### config.mk
export PLATFORM = sky130hd
export DESIGN_NAME = cam_slot_scanner
export DESIGN_NICKNAME = d
export VERILOG_FILES = /design/src/rtl/cam_slot_scanner.sv
export SDC_FILE = /design/constraint.sdc
export NUM_CORES = 1
export LEC_CHECK = 0
export ABC_AREA = 1
export BUFFER_PORTS_ARGS = -buffer_cell sky130_fd_sc_hd__buf_4
export CELL_PAD_IN_SITES_DETAIL_PLACEMENT = 1
export CELL_PAD_IN_SITES_GLOBAL_PLACEMENT = 2
export CORE_UTILIZATION = 24
export DETAILED_ROUTE_END_ITERATION = 8
export PLACE_DENSITY = 0.72
export SYNTH_ARGS = -nofsm -noshare
export SYNTH_HDL_FRONTEND = slang
export SYNTH_SLANG_ARGS = --single-unit
### constraint.sdc
create_clock -name clk -period 1.2 [get_ports clk]
set_input_delay 0.24 -clock clk [delete_from_list [all_inputs] [get_ports clk]]
set_output_delay 0.24 -clock clk [all_outputs]
set_load 0.01 [all_outputs]
### src/rtl/cam_slot_scanner.sv
// Round-robin scan controller driving the CAM validation 8:1 mux selector.
// Finds the first entry, starting from a given index, whose bit matches the requested polarity.
module cam_slot_scanner #(
   parameter int ENTRIES = 8,
   parameter int SEL_W   = 3
) (
   input  logic             clk,
   input  logic             reset,
   input  logic             start,
   input  logic             find_valid,
   input  logic [SEL_W-1:0] start_index,
   input  logic             mux_bit,
   output logic [SEL_W-1:0] mux_select,
   output logic             busy,
   output logic             done,
   output logic             found,
   output logic [SEL_W-1:0] index
);

   typedef enum logic [1:0] {
      ST_IDLE = 2'd0,
      ST_SCAN = 2'd1,
      ST_DONE = 2'd2
   } state_t;

   localparam logic [SEL_W-1:0] LAST_COUNT = SEL_W'(ENTRIES - 1);
   localparam logic [SEL_W-1:0] SEL_ONE    = SEL_W'(1);
   localparam logic [SEL_W-1:0] SEL_ZERO   = SEL_W'(0);

   state_t           state_q,  state_d;
   logic             target_q, target_d;
   logic [SEL_W-1:0] sel_q,    sel_d;
   logic [SEL_W-1:0] count_q,  count_d;
   logic             busy_q,   busy_d;
   logic             done_q,   done_d;
   logic             found_q,  found_d;
   logic [SEL_W-1:0] index_q,  index_d;

   // Next-state and next-output logic for the scan FSM
   always_comb begin
      state_d  = state_q;
      target_d = target_q;
      sel_d    = sel_q;
      count_d  = count_q;
      busy_d   = busy_q;
      done_d   = 1'b0;
      found_d  = found_q;
      index_d  = index_q;
      case (state_q)
         ST_IDLE: begin
            if (start) begin
               target_d = find_valid;
               sel_d    = start_index;
               count_d  = SEL_ZERO;
               found_d  = 1'b0;
               index_d  = SEL_ZERO;
               busy_d   = 1'b1;
               state_d  = ST_SCAN;
            end else begin
               state_d = ST_IDLE;
            end
         end
         ST_SCAN: begin
            // mux_bit is combinational from sel_q, so it reflects this cycle's entry
            if (mux_bit == target_q) begin
               found_d = 1'b1;
               index_d = sel_q;
               busy_d  = 1'b0;
               done_d  = 1'b1;
               state_d = ST_DONE;
            end else if (count_q == LAST_COUNT) begin
               found_d = 1'b0;
               index_d = SEL_ZERO;
               busy_d  = 1'b0;
               done_d  = 1'b1;
               state_d = ST_DONE;
            end else begin
               sel_d   = sel_q + SEL_ONE;
               count_d = count_q + SEL_ONE;
            end
         end
         ST_DONE: begin
            done_d  = 1'b0;
            state_d = ST_IDLE;
         end
         default: begin
            busy_d  = 1'b0;
            done_d  = 1'b0;
            state_d = ST_IDLE;
         end
      endcase
   end

   // State and output registers with synchronous reset
   always_ff @(posedge clk) begin
      if (reset) begin
         state_q  <= ST_IDLE;
         target_q <= 1'b0;
         sel_q    <= SEL_ZERO;
         count_q  <= SEL_ZERO;
         busy_q   <= 1'b0;
         done_q   <= 1'b0;
         found_q  <= 1'b0;
         index_q  <= SEL_ZERO;
      end else begin
         state_q  <= state_d;
         target_q <= target_d;
         sel_q    <= sel_d;
         count_q  <= count_d;
         busy_q   <= busy_d;
         done_q   <= done_d;
         found_q  <= found_d;
         index_q  <= index_d;
      end
   end

   assign mux_select = sel_q;
   assign busy       = busy_q;
   assign done       = done_q;
   assign found      = found_q;
   assign index      = index_q;

endmodule

# Word-level counts from Yosys, hierarchy flattened

Cells that the tools add are included.
W data, S select, Z words.

Bits in registers: 15
Logic and storage cells: 51

Equality and inequality tests: 8
Reduce and logical (&&, ||, !) cells: 7
$add $sub $neg: 2
Muxes and demuxes: 24
Bitwise logic cells: 2

Operators by type and width:

| kind                  | count |
|---|---|
| $mux W3               | 8 |
| $pmux W3 S2           | 3 |
| $mux W1               | 8 |
| $add A3 B1 Y3 const B | 2 |
| $ne A2 B2 Y1 const B  | 3 |
| $reduce_and A3 Y1     | 2 |
| $mux W2               | 2 |
| $pmux W2 S2           | 1 |
| $reduce_and A4 Y1     | 1 |
| $eq A3 B3 Y1 const B  | 1 |
| $ne A3 B3 Y1 const B  | 1 |
| $pmux W1 S3           | 1 |
| $eq A2 B1 Y1 const B  | 1 |
| $eq A2 B2 Y1 const B  | 1 |
| $logic_not A2 Y1      | 1 |
| $not A1 Y1            | 2 |
| $pmux W1 S2           | 1 |
| $reduce_and A2 Y1     | 1 |
| $reduce_bool A2 Y1    | 1 |
| $reduce_or A2 Y1      | 1 |
| $eq A1 B1 Y1          | 1 |

# Depth between registers and ports, before layout

Gate-level depths: netlist of the first run.

Word-level depth: 4
Depth in mapped cells: 9
Depth with buffers taken out: 9

# Worst setup path after synthesis of the first run

OpenSTA, ideal clock, no wires.

Path type: reg2reg
Start point: reg count_q[0]
End point: reg count_q[0]
Buffers on the path: 0
Data arrival time: 1.102 ns
Required time: 1.083 ns
Setup slack: -0.018 ns
Clock period less this slack: 1.218 ns
Stages on the path, launching flop included: 9
Cell sequence: dfxtp_1 -> ha_1 -> ha_1 -> inv_1 -> nand3_2 -> nand2_2 -> nand2_1 -> nand2_1 -> nor2_1

Word-level cells in the longest chain between the ends: 4
Elaborated cells on any way between the ends: 7
Classes of those cells: 1 x add/sub; 2 x eq/ne; 3 x mux; 1 x reduce/logical

Ends and longest elaborated chain:

| what                   | RTL line | RTL |
|---|---|---|
| from (decl)            | 33       | `logic [SEL_W-1:0] count_q, count_d;` |
| from (signal assigned) | 109      | `count_q <= count_d;` |
| $add A3 B1 Y3          | 79       | `count_d = count_q + SEL_ONE;` |
| $mux W3                | 71       | `end else if (count_q == LAST_COUNT) begin` |
| $mux W3                | 65       | `if (mux_bit == target_q) begin` |
| $pmux W3 S2            | 49       | `case (state_q)` |

Parallel ways exist; a longest one is shown, timed or not. The select of a mux whose other input is x is not followed.
A chain may end at the register's enable or synchronous reset.

# Worst setup path in the final report of the first run

Start point: reg count_q[0]
End point: reg count_q[2]

Same word-level chain as after synthesis.

==> flow_summary.json, run 1 <==
{
  "placement.io_buffers": 16,
  "die_width_um": 57.8,
  "worstHoldPathType": "input pin to register",
  "max_freq_mhz": 814,
  "initial_core_util_pct": 26.2,
  "totalWireLength_um": 2080,
  "max_slew_margin_pct": 84.9,
  "postLayoutSetupSlackWorst_ns": -0.0284,
  "design.die.area_mm2": 0.00334,
  "hold_slack_ns": 0.112,
  "track_usage_pct": 14.3,
  "synth.largest_area_cell": "sky130_fd_sc_hd__dfxtp_1",
  "worst_pin_slew_ns": 0.224,
  "avgViaCountPerCell": 4.50,
  "cts_post_setup_buffers_inserted": 0,
  "path_class": "register to register",
  "num_cts_buffers": 3,
  "synth-seq-cells": 15,
  "final-setup-viol-count": 5,
  "drt_antenna_net_count": 0,
  "final_nets": 157,
  "place_worst_setup_slack_ns": -0.169,
  "crit_path_start_kind": "register",
  "layout-drive-gt1-share_pct": 38.6,
  "power.ir.vdd_worst_mv": 0.500,
  "antenna_found_initial": 0,
  "post_route_clock_skew_ns": 0.00490,
  "pd_cells_mw_per_mm2": 1220,
  "power.share.sequential_pct": 44.0,
  "ys_top_cells_by_area": "sky130_fd_sc_hd__dfxtp_1 40%, sky130_fd_sc_hd__nand2_1 19%, sky130_fd_sc_hd__nor2_1 11%",
  "total_switching_power_mw": 0.456,
  "tritoncts_clock_tree": "done",
  "grtUsageMet2_pct": 24.6,
  "critical_path_peak_fanout": 7,
  "io-pin-count": 17,
  "drtIter0Drc": 29,
  "seqCellArea_um2": 307,
  "multi_input_comb_area_um2": 448,
  "worst_setup_path_end_kind": "register",
  "synth_nets": 124,
  "cts_root_buffer": "sky130_fd_sc_hd__clkbuf_4",
  "grt_first_pass_wirelength_um": 3630,
  "wl_per_cell_um": 11.8,
  "synth-warning-count": 0,
  "rsz0062_at_grt": "true",
  "synth-async-reset-ratio_pct": 0,
  "final-hold-violation-count": 0,
  "clk_pin_slew_worst_paths_ns": 0.10,
  "result_of_the_run": "finished, violations left",
  "first_global_vias": 835,
  "final_area_mm2": 0.00110,
  "number_of_fill_cells": 372,
  "setup_tns_ns": -0.100,
  "insertedDiodeCount": 0,
  "ctsHtreeMaxLevel": 1,
  "mostFrequentLayoutCells": "32 x sky130_fd_sc_hd__nand2_1, 28 x sky130_fd_sc_hd__buf_4, 21 x sky130_fd_sc_hd__nor2_1",
  "required_time_worst_endpoint_ns": 1.40,
  "cts-root-to-sink-buffers": 2,
  "power.clock.fraction_pct": 23.0,
  "row_count": 19,
  "post_dp_cell_area_um2": 993,
  "remaining_drc_errors": 2,
  "worst_skew_pair.late_latency_ns": 0.29,
  "detail_route.first_pass.iterations": 6,
  "final_period_minus_worst_setup_slack_ns": 1.23,
  "gp_congestion": 0.729,
  "synth_cells": 113,
  "max-cap-violations": 0,
  "synth-main-ff-cell": "sky130_fd_sc_hd__dfxtp_1",
  "met1_usage_pct": 17.1,
  "floorplan.core_area_mm2": 0.00285,
  "final-max-slew-violation-count": 0,
  "critPathArrivalTime_ns": 1.42,
  "area_growth_syn_to_layout_pct": 47.7,
  "met3_track_usage_gr_pct": 3.13,
  "power.switching_fraction_pct": 33.8,
  "number_of_flops_mapped_to_enable_cells_by_yosys": 0,
  "final_min_period_over_clock_period_pct": 102,
  "layout_commonest_cell": "sky130_fd_sc_hd__nand2_1",
  "yosysTopAreaCellShare_pct": 40.1,
  "grt_max_degree": 10,
  "syn-cell-area_um2": 748,
  "static-leakage-power_nw": 0.567,
  "combinationalPowerShare_pct": 33.1,
  "placed_wire_length_estimate_um": 1540,
  "global_route.overflow_total": 0,
  "avgSynthCellArea_um2": 6.62,
  "grt-busiest-layer": "met2",
  "vias": 792,
  "seq_total_area_yosys_pct": 40.1,
  "cts.sink_count": 15,
  "failing_checks": "DRC, setup timing",
  "synth_cell_type_count": 17,
  "die_y_um": 57.8,
  "intPower_mw": 0.895
}
==> state kept, by name (all words and copies together) (netlist names) <==
name,flops
count_q,3
done,1
found,1
busy,1
state_q,2
mux_select,3
target_q,1
index,3
==> critical path: stages (launching register included) <==
cell and delay [ns]:
sky130_fd_sc_hd__dfxtp_2 0.35, sky130_fd_sc_hd__ha_4 0.16, sky130_fd_sc_hd__ha_4 0.16, sky130_fd_sc_hd__inv_4 0.07, sky130_fd_sc_hd__nand3_4 0.10, sky130_fd_sc_hd__nand2_4 0.13, sky130_fd_sc_hd__nand2_1 0.06, sky130_fd_sc_hd__nand2_1 0.06
sky130_fd_sc_hd__nor2_1 0.03
==> layer usage <==
layer	up-vias	part of all wire [%]	wire length (um)
li1	411	-	-
met1	360	45	942
met2	17	49	1020
met3	4	4.7	97
met4	0	1.2	26
met5	-	0	0
==> path summary, 6_finish.rpt <==
check	startpoint	endpoint	slack, ns	cells after the start
hold / removal	reset	state_q[0]$_SDFFE_PP0P_	0.11	2
setup / recovery	count_q[0]$_SDFFE_PP0P_	count_q[2]$_SDFFE_PP0P_	-0.03	8
setup reg to reg	count_q[0]$_SDFFE_PP0P_	count_q[2]$_SDFFE_PP0P_	-0.03	8
hold reg to reg	target_q$_SDFFE_PP0P_	target_q$_SDFFE_PP0P_	0.50	2
==> area by class of cell <==
cell class | count | share of cell area (%)
timing repair buffer | 30 | 20.5
multi-input combinational | 81 | 40.5
tap | 31 | 3.51
sequential | 15 | 27.7
clock buffer | 4 | 2.38
inverter | 15 | 5.32
==> timing repair <==
item,4_1_cts,5_1_grt
pin swaps,7,6
setup endpoints to repair,14,14
hold buffers,0,0
gates cloned,0,1
gates resized for setup,15,6
==> cell families after synthesis <==
kind of cell,count (synthesis),share of synthesized area [%]
and+or+nand+nor,69,39.1
buffers and inverters,17,9.53
DFF,15,40.1
AOI/OAI and AO/OA,9,6.19
adders and majority gates,3,5.02
==> synthesized netlist by cell type, types with 2 or more instances <==
library cell	instances
sky130_fd_sc_hd__inv_2	2
sky130_fd_sc_hd__nand3_2	2
sky130_fd_sc_hd__dfxtp_1	15
sky130_fd_sc_hd__a21oi_1	5
sky130_fd_sc_hd__ha_1	3
sky130_fd_sc_hd__nand2_1	37
sky130_fd_sc_hd__nor2_1	21
sky130_fd_sc_hd__inv_1	13
sky130_fd_sc_hd__nand3_1	5
sky130_fd_sc_hd__o21ai_0	3
==> power by group through the flow <==
stage               registers, mW  logic (mW)  clock network [mW]
floorplan                   0.615       0.210                   0
global placement            0.596       0.405                   0
detailed placement          0.598       0.410                   0
CTS                         0.595       0.437               0.328
global route                0.602       0.505               0.347
finish                      0.594       0.447               0.310
==> metrics by stage <==
stage / std cells / utilization [%] / total power [mW]
floorplan: 113 / - / 0.825
global placement: 171 / 34.8 / 1.00
detailed placement: 171 / 34.8 / 1.01
CTS: 175 / 37.9 / 1.36
global route: 176 / 38.7 / 1.45
finish: 176 / 38.7 / 1.35
Note: power is estimated with default switching activity, not from simulation.
==> inputs of run 2 (changes only) <==
--- a/config.mk
+++ b/config.mk
@@ -6,7 +6,7 @@
 export NUM_CORES = 1
 export LEC_CHECK = 0
 export ABC_AREA = 1
-export BUFFER_PORTS_ARGS = -buffer_cell sky130_fd_sc_hd__buf_4
+export BUFFER_PORTS_ARGS = -buffer_cell sky130_fd_sc_hd__clkbuf_2
 export CELL_PAD_IN_SITES_DETAIL_PLACEMENT = 1
 export CELL_PAD_IN_SITES_GLOBAL_PLACEMENT = 2
 export CORE_UTILIZATION = 24
==> flow_summary.json, run 2 (synthesis results as in run 1) <==
{
  "power.clock.fraction_pct": 22.5,
  "tritoncts_clock_tree": "done",
  "power.share.sequential_pct": 44.2,
  "timing.critical_path.slowest_cell_delay_ns": 0.34,
  "mostFrequentLayoutCells": "27 x sky130_fd_sc_hd__nand2_1, 21 x sky130_fd_sc_hd__nor2_1, 16 x sky130_fd_sc_hd__clkbuf_2",
  "cts_post_setup_buffers_inserted": 0,
  "worstHoldPathType": "input pin to register",
  "area_growth_syn_to_layout_pct": 47.2,
  "final_min_period_over_clock_period_pct": 103,
  "die_width_um": 57.8,
  "cts-root-to-sink-buffers": 2,
  "hold_slack_ns": 0.135,
  "total_switching_power_mw": 0.478,
  "worst_pin_slew_ns": 0.294,
  "final_period_minus_worst_setup_slack_ns": 1.23,
  "layout_commonest_cell": "sky130_fd_sc_hd__nand2_1",
  "grt_max_degree": 10,
  "ff2ff_setup_slack_ns": -0.03,
  "number_of_fill_cells": 372,
  "num_cts_buffers": 3,
  "failing_checks": "DRC, setup timing",
  "crit_path_start_kind": "register",
  "final_nets": 157,
  "drt_antenna_net_count": 0,
  "gp_congestion": 0.732,
  "hold_start": "reset",
  "power.switching_fraction_pct": 35.4,
  "rsz0062_at_grt": "true",
  "fin_util_pct": 38.6,
  "result_of_the_run": "finished, violations left",
  "final-setup-viol-count": 5,
  "final_area_mm2": 0.00110,
  "worst_setup_path_end_kind": "register",
  "row_count": 19,
  "totalWireLength_um": 2190,
  "remaining_drc_errors": 2,
  "design.die.area_mm2": 0.00334,
  "intPower_mw": 0.873,
  "antenna_found_initial": 0,
  "layout-drive-gt1-share_pct": 44.1,
  "clk_pin_slew_worst_paths_ns": 0.11,
  "placed_wire_length_estimate_um": 1620,
  "max_freq_mhz": 810,
  "worst_skew_pair.late_latency_ns": 0.29,
  "global_route.overflow_total": 0,
  "timing.rr.end": "count_q[1]$_SDFFE_PP0P_",
  "floorplan.core_area_mm2": 0.00285,
  "wl_per_cell_um": 12.5,
  "pd_cells_mw_per_mm2": 1230,
  "post_dp_cell_area_um2": 961,
  "cts.sink_count": 15,
  "critPathArrivalTime_ns": 1.42,
  "initial_core_util_pct": 26.2,
  "place_worst_setup_slack_ns": -0.168,
  "grt_first_pass_wirelength_um": 3620,
  "insertedDiodeCount": 0,
  "critical_path_buffers_and_inverters": 1,
  "required_time_worst_endpoint_ns": 1.38,
  "timing.critical_path.slowest_stage_cell": "sky130_fd_sc_hd__dfxtp_2",
  "first_global_vias": 805,
  "path_common_cell": "sky130_fd_sc_hd__ha_4",
  "max-cap-violations": 0,
  "avgViaCountPerCell": 4.55,
  "io-pin-count": 17,
  "final-max-slew-violation-count": 0,
  "placement.io_buffers": 16,
  "postLayoutSetupSlackWorst_ns": -0.0349,
  "path_class": "register to register",
  "final-hold-violation-count": 0,
  "detail_route.first_pass.iterations": 6,
  "timing.hold.worst_path_depth": 2,
  "vias": 800,
  "worstRegToRegCells": 8,
  "cts_root_buffer": "sky130_fd_sc_hd__clkbuf_4",
  "power.ir.vdd_worst_mv": 0.485,
  "ctsHtreeMaxLevel": 1,
  "post_route_clock_skew_ns": 0.0159,
  "timing.critical_path.from": "count_q[0]$_SDFFE_PP0P_",
  "hold_buffers": 0,
  "drtIter0Drc": 6,
  "timing.critical_path.cells": "ha_4 -> ha_4 -> inv_4 -> nand3_4 -> nand2_8 -> nand2_2 -> nand2_1 -> nor2_1",
  "critical_path_peak_fanout": 7,
  "max_slew_margin_pct": 80.4,
  "combinationalPowerShare_pct": 33.2,
  "die_y_um": 57.8,
  "worst_r2r_startpoint": "count_q[0]$_SDFFE_PP0P_",
  "critical_path.top_delay_family": "simple AND/OR/NAND/NOR gates",
  "static-leakage-power_nw": 0.562,
  "worstHoldEndpoint": "index[2]$_SDFFE_PP0P_",
  "track_usage_pct": 14.4
}
## run 2: cell types whose count changed in the layout (fill, tap and decap cells not counted), sizes merged
cell	previous run	this run
clkbuf	4	19
buf	30	14
clkinv	0	1
## run 2: layout make-up
| class | instances | area [um2] | share of cell area, % |
|---|---|---|---|
| Multi-Input combinational cell | 81 | 478 | 43.4 |
| Sequential cell | 15 | 309 | 28.1 |
| Timing Repair Buffer | 30 | 189 | 17.2 |
| Inverter | 15 | 58.8 | 5.34 |
| Tap cell | 31 | 38.8 | 3.52 |
| Clock buffer | 3 | 22.5 | 2.05 |
| Clock inverter | 1 | 5.00 | 0.455 |
## run 2: worst max-delay path by stage
stage | endpoint | slack (ns) | cells after the start
global route | mux_select[0]$_SDFFE_PP0P_ | -0.09 | 8
global placement | count_q[0]$_SDFFE_PP0P_ | -0.12 | 8
finish | count_q[1]$_SDFFE_PP0P_ | -0.03 | 8
floorplan | count_q[0]$_SDFFE_PP0P_ | -0.02 | 8
CTS | count_q[0]$_SDFFE_PP0P_ | -0.04 | 8
detailed placement | count_q[1]$_SDFFE_PP0P_ | -0.17 | 8
## run 2: power groups by stage
stage / logic [mW] / clock network [mW] / registers (mW)
after global routing: 0.504 / 0.347 / 0.604
after floorplan: 0.210 / 0 / 0.615
after global placement: 0.378 / 0 / 0.597
after CTS: 0.415 / 0.319 / 0.596
final: 0.449 / 0.304 / 0.597
after detailed placement: 0.387 / 0 / 0.599
## run 2: metal layers
layer  part of all wire (%)  track usage [%]  vias up
met2                     51             23.8       14
li1                       -                -      409
met3                    3.2             4.02        2
met5                      0                0        -
met4                   0.73             4.08        0
met1                     45             18.4      375
## run 2: timing repair
action                                  in CTS  in global routing
gates cloned                                 0                  0
gates resized for setup                     15                 16
endpoints found under the setup margin      14                 14
pin swaps                                    6                  4
## run 2: stage by stage
stage | TNS, ns | std cells | total power [mW]
after global placement | -0.943 | 172 | 0.975
after CTS | -0.157 | 176 | 1.33
after floorplan | -0.0912 | 113 | 0.825
after global routing | -0.833 | 176 | 1.46
after detailed placement | -1.51 | 172 | 0.986
final | -0.118 | 176 | 1.35
==> inputs of run 3 (changes only) <==
--- a/config.mk
+++ b/config.mk
@@ -11,6 +11,7 @@
 export CELL_PAD_IN_SITES_GLOBAL_PLACEMENT = 2
 export CORE_UTILIZATION = 24
 export DETAILED_ROUTE_END_ITERATION = 8
+export MAX_ROUTING_LAYER = met4
 export PLACE_DENSITY = 0.72
 export SYNTH_ARGS = -nofsm -noshare
 export SYNTH_HDL_FRONTEND = slang
==> flow_summary.json, run 3 (synthesis results as in run 1) <==
{
  "io-pin-count": 17,
  "area_growth_syn_to_layout_pct": 47.2,
  "power.ir.vdd_worst_mv": 0.490,
  "num_cts_buffers": 3,
  "wl_per_cell_um": 12.5,
  "static-leakage-power_nw": 0.562,
  "final_nets": 157,
  "layout-drive-gt1-share_pct": 44.1,
  "postLayoutSetupSlackWorst_ns": -0.0352,
  "rsz0062_at_grt": "true",
  "result_of_the_run": "finished, violations left",
  "timing.critical_path.cells": "ha_4 -> ha_4 -> inv_4 -> nand3_4 -> nand2_8 -> nand2_2 -> nand2_1 -> nor2_1",
  "pd_cells_mw_per_mm2": 1230,
  "path_class": "register to register",
  "clk_pin_slew_worst_paths_ns": 0.11,
  "final-hold-violation-count": 0,
  "row_count": 19,
  "worstHoldPathType": "input pin to register",
  "crit_path_start_kind": "register",
  "first_global_vias": 802,
  "worst_pin_slew_ns": 0.293,
  "timing.critical_path.slowest_cell_delay_ns": 0.34,
  "antenna_found_initial": 0,
  "totalPowerFinal_mw": 1.35,
  "detail_route.first_pass.iterations": 6,
  "placement.io_buffers": 16,
  "timing.critical_path.slowest_stage_cell": "sky130_fd_sc_hd__dfxtp_2",
  "avgViaCountPerCell": 4.57,
  "worst_skew_pair.late_latency_ns": 0.30,
  "post_route_clock_skew_ns": 0.0143,
  "tritoncts_clock_tree": "done",
  "placed_wire_length_estimate_um": 1620,
  "insertedDiodeCount": 0,
  "vias": 804,
  "cts.sink_count": 15,
  "die_y_um": 57.8,
  "failing_checks": "DRC, setup timing",
  "hold_buffers": 0,
  "gp_congestion": 0.740,
  "totalWireLength_um": 2210,
  "final_min_period_over_clock_period_pct": 103,
  "max_slew_margin_pct": 80.5,
  "design.die.area_mm2": 0.00334,
  "final-setup-viol-count": 6,
  "max_freq_mhz": 810,
  "mostFrequentLayoutCells": "27 x sky130_fd_sc_hd__nand2_1, 21 x sky130_fd_sc_hd__nor2_1, 16 x sky130_fd_sc_hd__clkbuf_2",
  "grt_first_pass_wirelength_um": 3630,
  "remaining_drc_errors": 2,
  "global_route.overflow_total": 0,
  "cts-root-to-sink-buffers": 2,
  "die_width_um": 57.8,
  "floorplan.core_area_mm2": 0.00285,
  "cts_root_buffer": "sky130_fd_sc_hd__clkbuf_4",
  "critPathArrivalTime_ns": 1.42,
  "drt_antenna_net_count": 0,
  "required_time_worst_endpoint_ns": 1.39,
  "drtIter0Drc": 8,
  "final_period_minus_worst_setup_slack_ns": 1.24,
  "critical_path_peak_fanout": 7,
  "grt_max_degree": 10,
  "max-cap-violations": 0,
  "track_usage_pct": 14.9,
  "worst_setup_path_end_kind": "register",
  "final-max-slew-violation-count": 0,
  "initial_core_util_pct": 26.2,
  "hold_slack_ns": 0.134,
  "layout_commonest_cell": "sky130_fd_sc_hd__nand2_1",
  "ctsHtreeMaxLevel": 1,
  "path_common_cell": "sky130_fd_sc_hd__ha_4"
}
## run 3: cell counts in the layout (fill, tap and decap cells not counted)
No cell type changed its count.
## run 3: where the power goes
group          switching [mW]  internal [mW]
clock                   0.184          0.124
combinational           0.257          0.193
sequential             0.0412          0.556
## run 3: worst max-delay path: cells and delay by family (launching register included)
kind | cells | cell delay [ns]
adders and majority gates | 2 | 0.32
buffers and inverters | 1 | 0.07
DFF | 1 | 0.34
and+or+nand+nor | 5 | 0.41
## run 3: final cells by class
class	instances	area, um2
Tap cell	31	38.8
Timing Repair Buffer	30	189
Clock buffer	3	22.5
Fill cell	372	1750
Clock inverter	1	5.00
Inverter	15	58.8
Sequential cell	15	309
Multi-Input combinational cell	81	478
## run 3: path summary, 6_finish.rpt
kind / from / to / slack (ns) / cells after the start
hold reg to reg: state_q[0]$_SDFFE_PP0P_ / busy$_SDFFE_PP0P_ / 0.46 / 1
setup reg to reg: count_q[0]$_SDFFE_PP0P_ / count_q[1]$_SDFFE_PP0P_ / -0.04 / 8
setup / recovery: count_q[0]$_SDFFE_PP0P_ / count_q[1]$_SDFFE_PP0P_ / -0.04 / 8
hold / removal: reset / index[2]$_SDFFE_PP0P_ / 0.13 / 2
## run 3: timing repair
item	CTS	global route
gates resized for setup	15	16
pin swaps	6	4
setup buffers	0	0
endpoints found under the setup margin	14	14
## run 3: through the flow
| stage | instance area (um2) | cells | worst slack, ns | utilization (%) | setup TNS, ns |
|---|---|---|---|---|---|
| after floorplan | 752 | 113 | -0.0164 | - | -0.0912 |
| after global placement | 961 | 172 | -0.120 | 33.7 | -0.943 |
| after detailed placement | 961 | 172 | -0.168 | 33.7 | -1.51 |
| after CTS | 1050 | 176 | -0.0355 | 36.7 | -0.157 |
| after global routing | 1100 | 176 | -0.0972 | 38.6 | -0.926 |
| final | 1100 | 176 | -0.0352 | 38.6 | -0.131 |
## run 3: metal layers
layer / vias to the layer above / track usage (%) / wire [um] / part of all wire, %
li1: 409 / - / - / -
met1: 377 / 18.4 / 1000 / 45
met2: 16 / 23.8 / 1110 / 50
met3: 2 / 4.02 / 73 / 3.3
met4: 0 / 4.08 / 17 / 0.77
met5: - / - / 0 / 0
